$ cat src/rtl/mod_check_scheduler_if.sv
// Request/result bundle for mod_check_scheduler: NREQ parallel operand ports
// plus one valid/ready result port and a busy indicator.
interface mod_check_scheduler_if #(
    parameter int NREQ    = 4,
    parameter int WIDTH   = 8,
    parameter int MODULUS = 5
);
    localparam int RW = ($clog2(MODULUS) > 1) ? $clog2(MODULUS) : 1;
    localparam int IW = $clog2(NREQ);

    logic [NREQ-1:0]       req_valid;
    logic [NREQ*WIDTH-1:0] req_data;
    logic [NREQ-1:0]       req_ready;
    logic                  res_valid;
    logic                  res_ready;
    logic [IW-1:0]         res_id;
    logic [RW-1:0]         res_rem;
    logic                  res_div;
    logic                  busy;

    modport master (
        output req_valid, req_data, res_ready,
        input  req_ready, res_valid, res_id, res_rem, res_div, busy
    );

    modport slave (
        input  req_valid, req_data, res_ready,
        output req_ready, res_valid, res_id, res_rem, res_div, busy
    );
endinterface

$ cat src/rtl/mod_check_scheduler.sv
// Shared serial mod-MODULUS residue engine arbitrated among NREQ requesters.
// Define MOD_SCHED_FIXED_PRIO_EN for fixed lowest-index priority instead of round-robin.
module mod_check_scheduler #(
    parameter int NREQ    = 4,
    parameter int WIDTH   = 8,
    parameter int MODULUS = 5
) (
    input  logic                 clk,
    input  logic                 resetn,
    mod_check_scheduler_if.slave bus
);
    localparam int RW = ($clog2(MODULUS) > 1) ? $clog2(MODULUS) : 1;
    localparam int IW = $clog2(NREQ);
    localparam int CW = $clog2(WIDTH + 1);

    typedef enum logic [1:0] {IDLE, SHIFT, DONE} state_e;

    state_e          state_q, state_d;
    logic [WIDTH-1:0] shreg_q, shreg_d;
    logic [RW-1:0]   resid_q, resid_d;
    logic [CW-1:0]   cnt_q, cnt_d;
    logic [IW-1:0]   res_id_q, res_id_d;
    logic [RW-1:0]   res_rem_q, res_rem_d;
    logic            res_div_q, res_div_d;
    logic            res_valid_q, res_valid_d;
    logic            busy_q, busy_d;

    logic            grant_found;
    logic [IW-1:0]   grant_idx;
    logic [WIDTH-1:0] grant_word;
    logic [RW:0]     trial;
    logic [RW-1:0]   resid_next;

`ifdef MOD_SCHED_FIXED_PRIO_EN
    always_comb begin
        grant_found = 1'b0;
        grant_idx   = '0;
        for (int k = 0; k < NREQ; k++) begin
            if (!grant_found && bus.req_valid[k]) begin
                grant_found = 1'b1;
                grant_idx   = IW'(k);
            end
        end
    end
`else
    logic [IW-1:0]     ptr_q, ptr_d;
    logic [2*NREQ-1:0] valid_dbl;
    logic [NREQ-1:0]   valid_rot;
    logic [IW:0]       grant_sum;
    logic [IW:0]       ptr_inc;

    // Rotating a doubled copy puts requester (ptr+k) mod NREQ at bit k.
    assign valid_dbl = {bus.req_valid, bus.req_valid} >> ptr_q;
    assign valid_rot = valid_dbl[NREQ-1:0];

    always_comb begin
        grant_found = 1'b0;
        grant_sum   = '0;
        for (int k = 0; k < NREQ; k++) begin
            if (!grant_found && valid_rot[k]) begin
                grant_found = 1'b1;
                grant_sum   = {1'b0, ptr_q} + (IW+1)'(k);
            end
        end
        if (grant_sum >= (IW+1)'(NREQ)) begin
            grant_sum = grant_sum - (IW+1)'(NREQ);
        end
        grant_idx = grant_sum[IW-1:0];
        ptr_inc   = {1'b0, grant_idx} + (IW+1)'(1);
        ptr_d     = ptr_q;
        if (state_q == IDLE && grant_found) begin
            ptr_d = (ptr_inc == (IW+1)'(NREQ)) ? '0 : ptr_inc[IW-1:0];
        end
    end
`endif

    always_comb begin
        grant_word = '0;
        for (int i = 0; i < NREQ; i++) begin
            if (grant_idx == IW'(i)) begin
                grant_word = bus.req_data[i*WIDTH +: WIDTH];
            end
        end
    end

    // One grant at most, only in IDLE, and silenced while reset is held.
    always_comb begin
        bus.req_ready = '0;
        if (resetn && state_q == IDLE && grant_found) begin
            bus.req_ready = NREQ'(1) << grant_idx;
        end
    end

    // t = 2r + b; r < MODULUS guarantees a single subtract reduces it.
    assign trial      = {resid_q, shreg_q[WIDTH-1]};
    assign resid_next = (trial >= (RW+1)'(MODULUS)) ? RW'(trial - (RW+1)'(MODULUS))
                                                    : RW'(trial);

    // NOTE: every _d gets a default before the case so no path leaves it unassigned (no latches).
    always_comb begin
        state_d     = state_q;
        shreg_d     = shreg_q;
        resid_d     = resid_q;
        cnt_d       = cnt_q;
        res_id_d    = res_id_q;
        res_rem_d   = res_rem_q;
        res_div_d   = res_div_q;
        res_valid_d = res_valid_q;
        case (state_q)
            IDLE: begin
                if (grant_found) begin
                    shreg_d  = grant_word;
                    resid_d  = '0;
                    cnt_d    = '0;
                    res_id_d = grant_idx;
                    state_d  = SHIFT;
                end
            end
            SHIFT: begin
                shreg_d = shreg_q << 1;
                resid_d = resid_next;
                cnt_d   = cnt_q + CW'(1);
                if (cnt_q == CW'(WIDTH - 1)) begin
                    res_rem_d   = resid_next;
                    res_div_d   = (resid_next == '0);
                    res_valid_d = 1'b1;
                    state_d     = DONE;
                end
            end
            DONE: begin
                if (bus.res_ready) begin
                    res_valid_d = 1'b0;
                    state_d     = IDLE;
                end
            end
            default: state_d = IDLE;
        endcase
        busy_d = (state_d != IDLE);
    end

    // NOTE: sequential state uses <= so all flops update from pre-edge values together.
    always_ff @(posedge clk or negedge resetn) begin
        if (!resetn) begin
            state_q     <= IDLE;
            shreg_q     <= '0;
            resid_q     <= '0;
            cnt_q       <= '0;
            res_id_q    <= '0;
            res_rem_q   <= '0;
            res_div_q   <= 1'b0;
            res_valid_q <= 1'b0;
            busy_q      <= 1'b0;
`ifndef MOD_SCHED_FIXED_PRIO_EN
            ptr_q       <= '0;
`endif
        end else begin
            state_q     <= state_d;
            shreg_q     <= shreg_d;
            resid_q     <= resid_d;
            cnt_q       <= cnt_d;
            res_id_q    <= res_id_d;
            res_rem_q   <= res_rem_d;
            res_div_q   <= res_div_d;
            res_valid_q <= res_valid_d;
            busy_q      <= busy_d;
`ifndef MOD_SCHED_FIXED_PRIO_EN
            ptr_q       <= ptr_d;
`endif
        end
    end

    assign bus.res_valid = res_valid_q;
    assign bus.res_id    = res_id_q;
    assign bus.res_rem   = res_rem_q;
    assign bus.res_div   = res_div_q;
    assign bus.busy      = busy_q;
endmodule

$ cat src/flat_wrapper.sv
// flat-port wrapper written by rule: the top's interface ports become plain ports
module mod_check_scheduler_flat 
#(
    parameter int NREQ    = 4,
    parameter int WIDTH   = 8,
    parameter int MODULUS = 5
)
  (clk, resetn, bus_req_valid, bus_req_data, bus_res_ready, bus_req_ready, bus_res_valid, bus_res_id, bus_res_rem, bus_res_div, bus_busy);
  mod_check_scheduler_if #(.NREQ(NREQ), .WIDTH(WIDTH), .MODULUS(MODULUS)) bus_i ();
  input  logic clk;
  input  logic resetn;
  input wire logic [$bits(bus_i.req_valid)-1:0] bus_req_valid;
  input wire logic [$bits(bus_i.req_data)-1:0] bus_req_data;
  input wire logic [$bits(bus_i.res_ready)-1:0] bus_res_ready;
  output wire logic [$bits(bus_i.req_ready)-1:0] bus_req_ready;
  output wire logic [$bits(bus_i.res_valid)-1:0] bus_res_valid;
  output wire logic [$bits(bus_i.res_id)-1:0] bus_res_id;
  output wire logic [$bits(bus_i.res_rem)-1:0] bus_res_rem;
  output wire logic [$bits(bus_i.res_div)-1:0] bus_res_div;
  output wire logic [$bits(bus_i.busy)-1:0] bus_busy;
  assign bus_i.req_valid = bus_req_valid;
  assign bus_i.req_data = bus_req_data;
  assign bus_i.res_ready = bus_res_ready;
  assign bus_req_ready = bus_i.req_ready;
  assign bus_res_valid = bus_i.res_valid;
  assign bus_res_id = bus_i.res_id;
  assign bus_res_rem = bus_i.res_rem;
  assign bus_res_div = bus_i.res_div;
  assign bus_busy = bus_i.busy;
  mod_check_scheduler #(.NREQ(NREQ), .WIDTH(WIDTH), .MODULUS(MODULUS)) u_core (.clk(clk), .resetn(resetn), .bus(bus_i));
endmodule
$ cat config.mk
export PLATFORM = sky130hd
export DESIGN_NAME = mod_check_scheduler_flat
export DESIGN_NICKNAME = d
export VERILOG_FILES = /design/src/rtl/mod_check_scheduler_if.sv /design/src/rtl/mod_check_scheduler.sv /design/src/flat_wrapper.sv
export SDC_FILE = /design/constraint.sdc
export NUM_CORES = 1
export LEC_CHECK = 0
export ABC_AREA = 1
export CORE_MARGIN = 2
export CORE_UTILIZATION = 54
export CTS_BUF_LIST = sky130_fd_sc_hd__clkbuf_4 sky130_fd_sc_hd__clkbuf_8
export CTS_CLUSTER_DIAMETER = 80
export DETAILED_ROUTE_END_ITERATION = 8
export PLACE_DENSITY = 0.88
export SYNTH_ARGS = -nofsm -noshare
export SYNTH_HDL_FRONTEND = slang
export SYNTH_SLANG_ARGS = --single-unit
export TNS_END_PERCENT = 10
$ cat constraint.sdc
create_clock -name clk -period 5.55 [get_ports clk]
set_input_delay 1.665 -clock clk [delete_from_list [all_inputs] [get_ports clk]]
set_output_delay 1.665 -clock clk [all_outputs]
set_load 0.005 [all_outputs]
==> impl_metrics.py, run 1 <==
metrics = {
    "min_path": {
        "whs_path_depth": 2,
        "min_to": "u_core.bus.res_valid",
        "hold_start": "u_core.bus.res_valid",
        "hp-class": "flop to flop",
    },
    "floorplanning": {
        "fp.dieH_um": 62.8,
        "coreArea_um2": 3340,
        "start_util": 0.559,
        "boundaryPins": 51,
        "die_w_um": 62.8,
        "dieArea_um2": 3940,
        "rows": 21,
    },
    "power": {
        "vdd_drop_max_mv": 0.417,
        "p_seq_frac": 0.222,
        "p_comb_frac": 0.724,
        "p_int_mw": 0.808,
        "power_leakage_nw": 1.23,
        "power_mw": 1.63,
        "p_switching_mw": 0.826,
        "powerDensity_nw_per_um2": 659,
        "pwr-share-clk": 0.054,
        "switching_share": 0.506,
    },
    "placed_design": {
        "portBuffers": 50,
        "hpwl_mm": 3.27,
        "place_area_um2": 2420,
        "gp_congestion": 0.820,
    },
    "global_routing": {
        "grt_pass1_vias": 1788,
        "antenna_found_initial": 0,
        "grt_pass1_wl_mm": 7.58,
        "track_usage": 0.237,
        "grt_max_degree": 28,
        "grt_remaining_overflow": 0,
    },
    "critical_path": {
        "cp_slowest_cell": "clkdlybuf4s50_1",
        "r2r-end": "u_core.shreg_q[4]",
        "crit_path_start_kind": "primary input",
        "crit_chain": "clkdlybuf4s50_1 > nand2_2 > nand3_1 > nand2_2 > inv_1 > o21ai_0 > nand2_1 > nand3_2 > inv_1 > ha_2 > clkinv_1 > nor2_2 > clkdlybuf4s50_1",
        "worstReg2RegStart": "u_core.ptr_q[0]",
        "path_class": "primary input to primary output",
        "worstRegToRegCells": 18,
        "arrival_ps": 3900,
        "max_stage_delay_ps": 540,
        "cp-end-kind": "primary output",
        "critPathLaunch": "bus_req_valid[0]",
        "critPathRequiredTime_ps": 3880,
        "r2r_slack_ps": 2580,
        "worstPathMaxFanout": 6,
    },
    "synthesis": {
        "synth.area.top_cells": "dfrtp_1 36%, nand2_1 15%, nand3_1 7.0%",
        "ys_async_sr_fraction": 1.00,
        "synth_top_area_share": 0.362,
        "synth_top_area_cell": "dfrtp_1",
        "synthesis.area_um2": 1860,
        "synth_top_family_by_area": "simple AND/OR/NAND/NOR gates",
        "synth_ff_type": "dfrtp_1",
        "yosysMostFrequentCell": "nand2_1",
        "synth-xor-area-share": 0.00940,
        "synth_common_cells": "75 x nand2_1, 27 x dfrtp_1, 26 x nand3_1",
        "ys_warn_count": 0,
        "synth_cell_types": 28,
        "seq_area_frac_synth": 0.362,
        "synth_fp_nets": 307,
        "synth_edf_count": 0,
        "synth-simple-area-share": 0.336,
        "ys_ff_latch": 27,
        "postSynthCellCount": 261,
        "synth.mux.area_fraction": 0,
        "synth_compound_area_frac": 0.152,
        "synthAdderAreaFrac": 0.0470,
        "avgSynthCellArea_um2": 7.14,
    },
    "cells_and_area": {
        "fillers": 268,
        "drive_gt1_frac": 0.124,
        "final_area_um2": 2480,
        "synthToLayoutAreaGrowth_pct": 33.0,
        "final_nets": 361,
        "diodes": 0,
    },
    "clock_network": {
        "clk_latency_ps": 340,
        "tritoncts": "yes",
        "cts_inserted_buffers": 3,
        "cts_num_sinks": 27,
        "clockBufferDepth": 2,
        "cts-root-buf": "clkbuf_4",
        "htreeDepth": 1,
        "cts.reportedPaths.clkPinSlew_ps": 150,
        "holdBufCountCts": 0,
    },
    "route": {
        "post_drt_wl_per_cell_um": 11.9,
        "via_per_inst": 5.23,
        "totalWireLength_mm": 4.27,
        "ant_nets": 0,
        "dr_total_vias": 1884,
        "first_iter_violations": 114,
        "dr.pass1.iters": 6,
        "remaining_drc_errors": 0,
    },
    "sta": {
        "setup_viol_count_final": 1,
        "timing.final.hold_violations": 0,
        "tns_ps": -12.6,
        "fmax_mhz": 180,
        "layout_min_cycle_time_ps": 5560,
        "slew_violations": 0,
        "period_share": 1.00,
        "maxSlewHeadroom": 0.354,
        "tightest_slew_ps": 966,
        "rsz0062_at_grt": "true",
        "skew_ps": 12.9,
        "whs_ps": 498,
        "setup_slack_ps": -12.6,
    },
    "status": {
        "outcome": "finished, violations left",
        "violations": "negative setup slack",
    },
    "flow_run": {
        "cap_violations": 0,
    },
}
-- power by group through the flow --
| stage | clock, mW | sequential (mW) | combinational (mW) |
|---|---|---|---|
| 6_report | 0.0883 | 0.363 | 1.18 |
| 4_1_cts | 0.0907 | 0.361 | 1.18 |
| 5_1_grt | 0.0988 | 0.376 | 1.34 |
| 2_1_floorplan | 0 | 0.339 | 0.862 |
| 3_5_place_dp | 0 | 0.366 | 1.16 |
| 3_3_place_gp | 0 | 0.361 | 1.13 |
-- sequential cells by signal, summed over array words and instances (netlist names) --
register,count
u_core.bus.res_div,1
u_core.bus.busy,1
u_core.bus.res_id,2
u_core.bus.res_rem,3
u_core.resid_q,3
u_core.state_q,2
u_core.shreg_q,8
u_core.bus.res_valid,1
u_core.ptr_q,2
u_core.cnt_q,4
-- layout make-up --
cell class / instances / area (µm²) / share of cell area
Clock inverter: 1 / 7.51 / 0.00303
Inverter: 27 / 109 / 0.0439
Sequential cell: 27 / 676 / 0.273
Clock buffer: 3 / 22.5 / 0.00909
Tap cell: 46 / 57.6 / 0.0232
Multi-Input combinational cell: 197 / 1030 / 0.416
Timing Repair Buffer: 59 / 576 / 0.232
-- cell usage in the layout (no fill, tap or decap), types with 2 or more instances in the layout --
| cell type | instances |
|---|---|
| o21ai_0 | 12 |
| nand3_1 | 25 |
| dfrtp_1 | 27 |
| nand2_2 | 10 |
| nand2_1 | 73 |
| ha_2 | 2 |
| inv_1 | 21 |
| o211ai_1 | 7 |
| nor2_1 | 18 |
| nand4_1 | 3 |
| o21ai_2 | 3 |
| buf_4 | 9 |
| nand2_4 | 3 |
| ha_1 | 5 |
| a21oi_1 | 25 |
| clkbuf_4 | 3 |
| dlymetal6s2s_1 | 3 |
| inv_2 | 3 |
| clkdlybuf4s50_1 | 47 |
| clkinv_1 | 2 |
-- kinds of logic (layout without fill, tap and decap cells) --
logic type,after synthesis,count (layout)
AO/OA/AOI/OAI,50,50
adder cells (fa/ha/maj),7,7
AND/OR/NAND/NOR,138,138
flip-flops,27,27
buffers and inverters,37,90
XOR/XNOR,2,2
-- critical path: cells and delay by family --
kind,cells,cell delay (ps)
buf+inv,5,1330
compound gates,1,80
simple gates,6,620
fa+ha+maj,1,190
-- per-stage QoR --
step,instances,util,setup slack [ps]
floorplan,261,-,759
global placement,356,0.726,40.9
detailed placement,356,0.726,-25.1
CTS,360,0.737,3.64
global route,360,0.743,-128
finish,360,0.743,-12.6
-- per-layer routing --
metal,global-route usage,routed length [µm],vias up
met2,0.414,2170,50
met1,0.301,1890,866
li1,-,-,962
met4,0.0833,63,0
met5,0,0,-
met3,0.0306,150,6
-- how the worst max path moves through the flow --
stage	endpoint	cells past startpoint
after floorplan	bus_req_ready[3]	13
final	bus_req_ready[3]	13
after detailed placement	bus_req_ready[3]	13
after global placement	bus_req_ready[3]	13
after CTS	bus_req_ready[3]	13
after global routing	bus_req_ready[3]	13
-- repair_timing --
item / CTS / global route
resized for setup: 2 / 8
pin swaps: 1 / 2
setup endpoints to repair: 2 / 4
setup buffers: 0 / 0
No activity file was read; power rests on OpenSTA's default activity.
==> run 2: changes to the inputs <==
--- a/constraint.sdc
+++ b/constraint.sdc
@@ -3,2 +3,2 @@
 set_output_delay 1.665 -clock clk [all_outputs]
-set_load 0.005 [all_outputs]
+set_load 0.05 [all_outputs]
==> impl_metrics.py, run 2 (same netlist as run 1, synthesis figures left out) <==
metrics = {
    "sta": {
        "maxSlewHeadroom": 0.410,
        "whs_ps": 510,
        "rsz0062_at_grt": "false",
        "timing.final.hold_violations": 0,
        "skew_ps": 11.0,
        "tightest_slew_ps": 881,
        "slew_violations": 0,
        "setup_slack_ps": 258,
        "tns_ps": 0,
        "setup_viol_count_final": 0,
        "fmax_mhz": 189,
        "layout_min_cycle_time_ps": 5290,
        "period_share": 0.953,
    },
    "critical_path": {
        "cp_slowest_cell": "clkdlybuf4s50_1",
        "crit_path_start_kind": "primary input",
        "crit_chain": "clkdlybuf4s50_1 > nand2_1 > nand3_1 > nand2_2 > inv_1 > o21ai_0 > nand2_1 > nand3_1 > inv_1 > ha_1 > clkinv_1 > nor2_2 > buf_12",
        "arrival_ps": 3630,
        "worstPathMaxFanout": 6,
        "critPathRequiredTime_ps": 3880,
        "r2r-end": "u_core.shreg_q[0]",
        "path_class": "primary input to primary output",
        "worstRegToRegCells": 18,
        "cp-end-kind": "primary output",
        "r2r_slack_ps": 2600,
        "max_stage_delay_ps": 520,
        "worstReg2RegStart": "u_core.ptr_q[0]",
    },
    "power": {
        "switching_share": 0.538,
        "p_seq_frac": 0.209,
        "powerDensity_nw_per_um2": 695,
        "p_comb_frac": 0.740,
        "power_mw": 1.72,
        "vdd_drop_max_mv": 0.357,
        "pwr-share-clk": 0.051,
        "power_leakage_nw": 1.20,
        "p_int_mw": 0.795,
        "p_switching_mw": 0.927,
    },
    "floorplanning": {
        "start_util": 0.559,
        "coreArea_um2": 3340,
        "die_w_um": 62.8,
        "boundaryPins": 51,
        "dieArea_um2": 3940,
        "fp.dieH_um": 62.8,
        "rows": 21,
    },
    "clock_network": {
        "cts_inserted_buffers": 3,
        "clk_latency_ps": 330,
        "cts_num_sinks": 27,
        "holdBufCountCts": 0,
        "cts.reportedPaths.clkPinSlew_ps": 150,
        "tritoncts": "yes",
        "cts-root-buf": "clkbuf_4",
        "cts-resized-gates": 0,
        "cts_setup_buffers": 0,
        "clockBufferDepth": 2,
        "htreeDepth": 1,
    },
    "placed_design": {
        "gp_congestion": 0.845,
        "place_area_um2": 2440,
        "portBuffers": 50,
        "dpl_worst_slack_ps": 182,
        "hpwl_mm": 3.36,
        "dp_cells": 353,
    },
    "cells_and_area": {
        "final_area_um2": 2480,
        "diodes": 0,
        "utilization": 0.742,
        "mostFrequentLayoutCell": "nand2_1",
        "largest_register": "u_core.shreg_q",
        "largest_reg_flops": 8,
        "drive_gt1_frac": 0.116,
        "stdcell_count": 357,
        "mostFrequentLayoutCells": "75 x nand2_1, 46 x clkdlybuf4s50_1, 27 x dfrtp_1, 26 x nand3_1, 25 x a21oi_1",
        "synthToLayoutAreaGrowth_pct": 32.8,
        "final_nets": 358,
        "top_regs": "u_core.shreg_q (8), u_core.cnt_q (4)",
    },
    "min_path": {
        "hp-class": "flop to flop",
        "min_to": "u_core.bus.res_valid",
        "whs_path_depth": 2,
        "hold_start": "u_core.bus.res_valid",
    },
    "route": {
        "via_per_inst": 5.27,
        "met2_length_mm": 2.23,
        "dr_total_vias": 1883,
        "first_iter_violations": 120,
        "ant_nets": 0,
        "totalWireLength_mm": 4.29,
        "dr.pass1.iters": 5,
        "dr_wl_met3_um": 132,
        "remaining_drc_errors": 0,
        "wl_met1_mm": 1.91,
        "dr.max_layer_used": "met4",
        "post_drt_wl_per_cell_um": 12.0,
    },
    "global_routing": {
        "antenna_found_initial": 0,
        "grt_remaining_overflow": 0,
        "grt_pass1_wl_mm": 7.69,
        "grt_pass1_vias": 1827,
        "track_usage": 0.236,
        "grt_max_degree": 28,
    },
    "flow_run": {
        "cap_violations": 0,
    },
    "status": {
        "outcome": "completed",
    },
}
[run 2: cell types whose count changed in the layout (fill, tap and decap cells not counted)]
cell | before | now
nor2_2 | 1 | 2
ha_2 | 2 | 0
buf_12 | 0 | 4
nor2_1 | 18 | 17
dlymetal6s2s_1 | 3 | 0
ha_1 | 5 | 7
nand2_2 | 10 | 8
nand3_1 | 25 | 26
clkdlybuf4s50_1 | 47 | 46
buf_4 | 9 | 6
nand3_2 | 1 | 0
nand2_1 | 73 | 75
[run 2: final cells by class]
cell class	instances	area, µm²
repair buffers	56	586
multi-input cells	197	1020
clock inverters	1	7.51
inverters	27	109
fillers	273	861
flip-flops and latches	27	676
well taps	46	57.6
clock buffers	3	22.5
[run 2: how the worst max path moves through the flow]
stage / from / endpoint / cells past startpoint
4_1_cts: bus_req_valid[2] / bus_req_ready[3] / 13
3_5_place_dp: bus_req_valid[2] / bus_req_ready[3] / 13
6_report: bus_req_valid[2] / bus_req_ready[3] / 13
2_1_floorplan: bus_req_valid[0] / bus_req_ready[3] / 13
3_3_place_gp: bus_req_valid[2] / bus_req_ready[3] / 13
5_1_grt: bus_req_valid[2] / bus_req_ready[3] / 13
[run 2: power groups by stage]
stage	logic [mW]	clock network, mW	registers, mW
6_report	1.27	0.0872	0.361
5_1_grt	1.44	0.0967	0.376
4_1_cts	1.27	0.0878	0.361
3_5_place_dp	1.27	0	0.364
3_3_place_gp	1.23	0	0.361
2_1_floorplan	0.882	0	0.421
[run 2: per-layer routing]
metal / vias to the layer above / GRT usage
met4: 0 / 0.0444
met3: 2 / 0.0360
met2: 44 / 0.440
met1: 886 / 0.290
met5: - / 0
li1: 951 / -
[run 2: worst max-delay path: cells and delay by family]
kind                     cells  cell delay, ps
AND/OR/NAND/NOR              6             720
adder cells (fa/ha/maj)      1             180
AO/OA/AOI/OAI                1              80
buffers and inverters        5             990
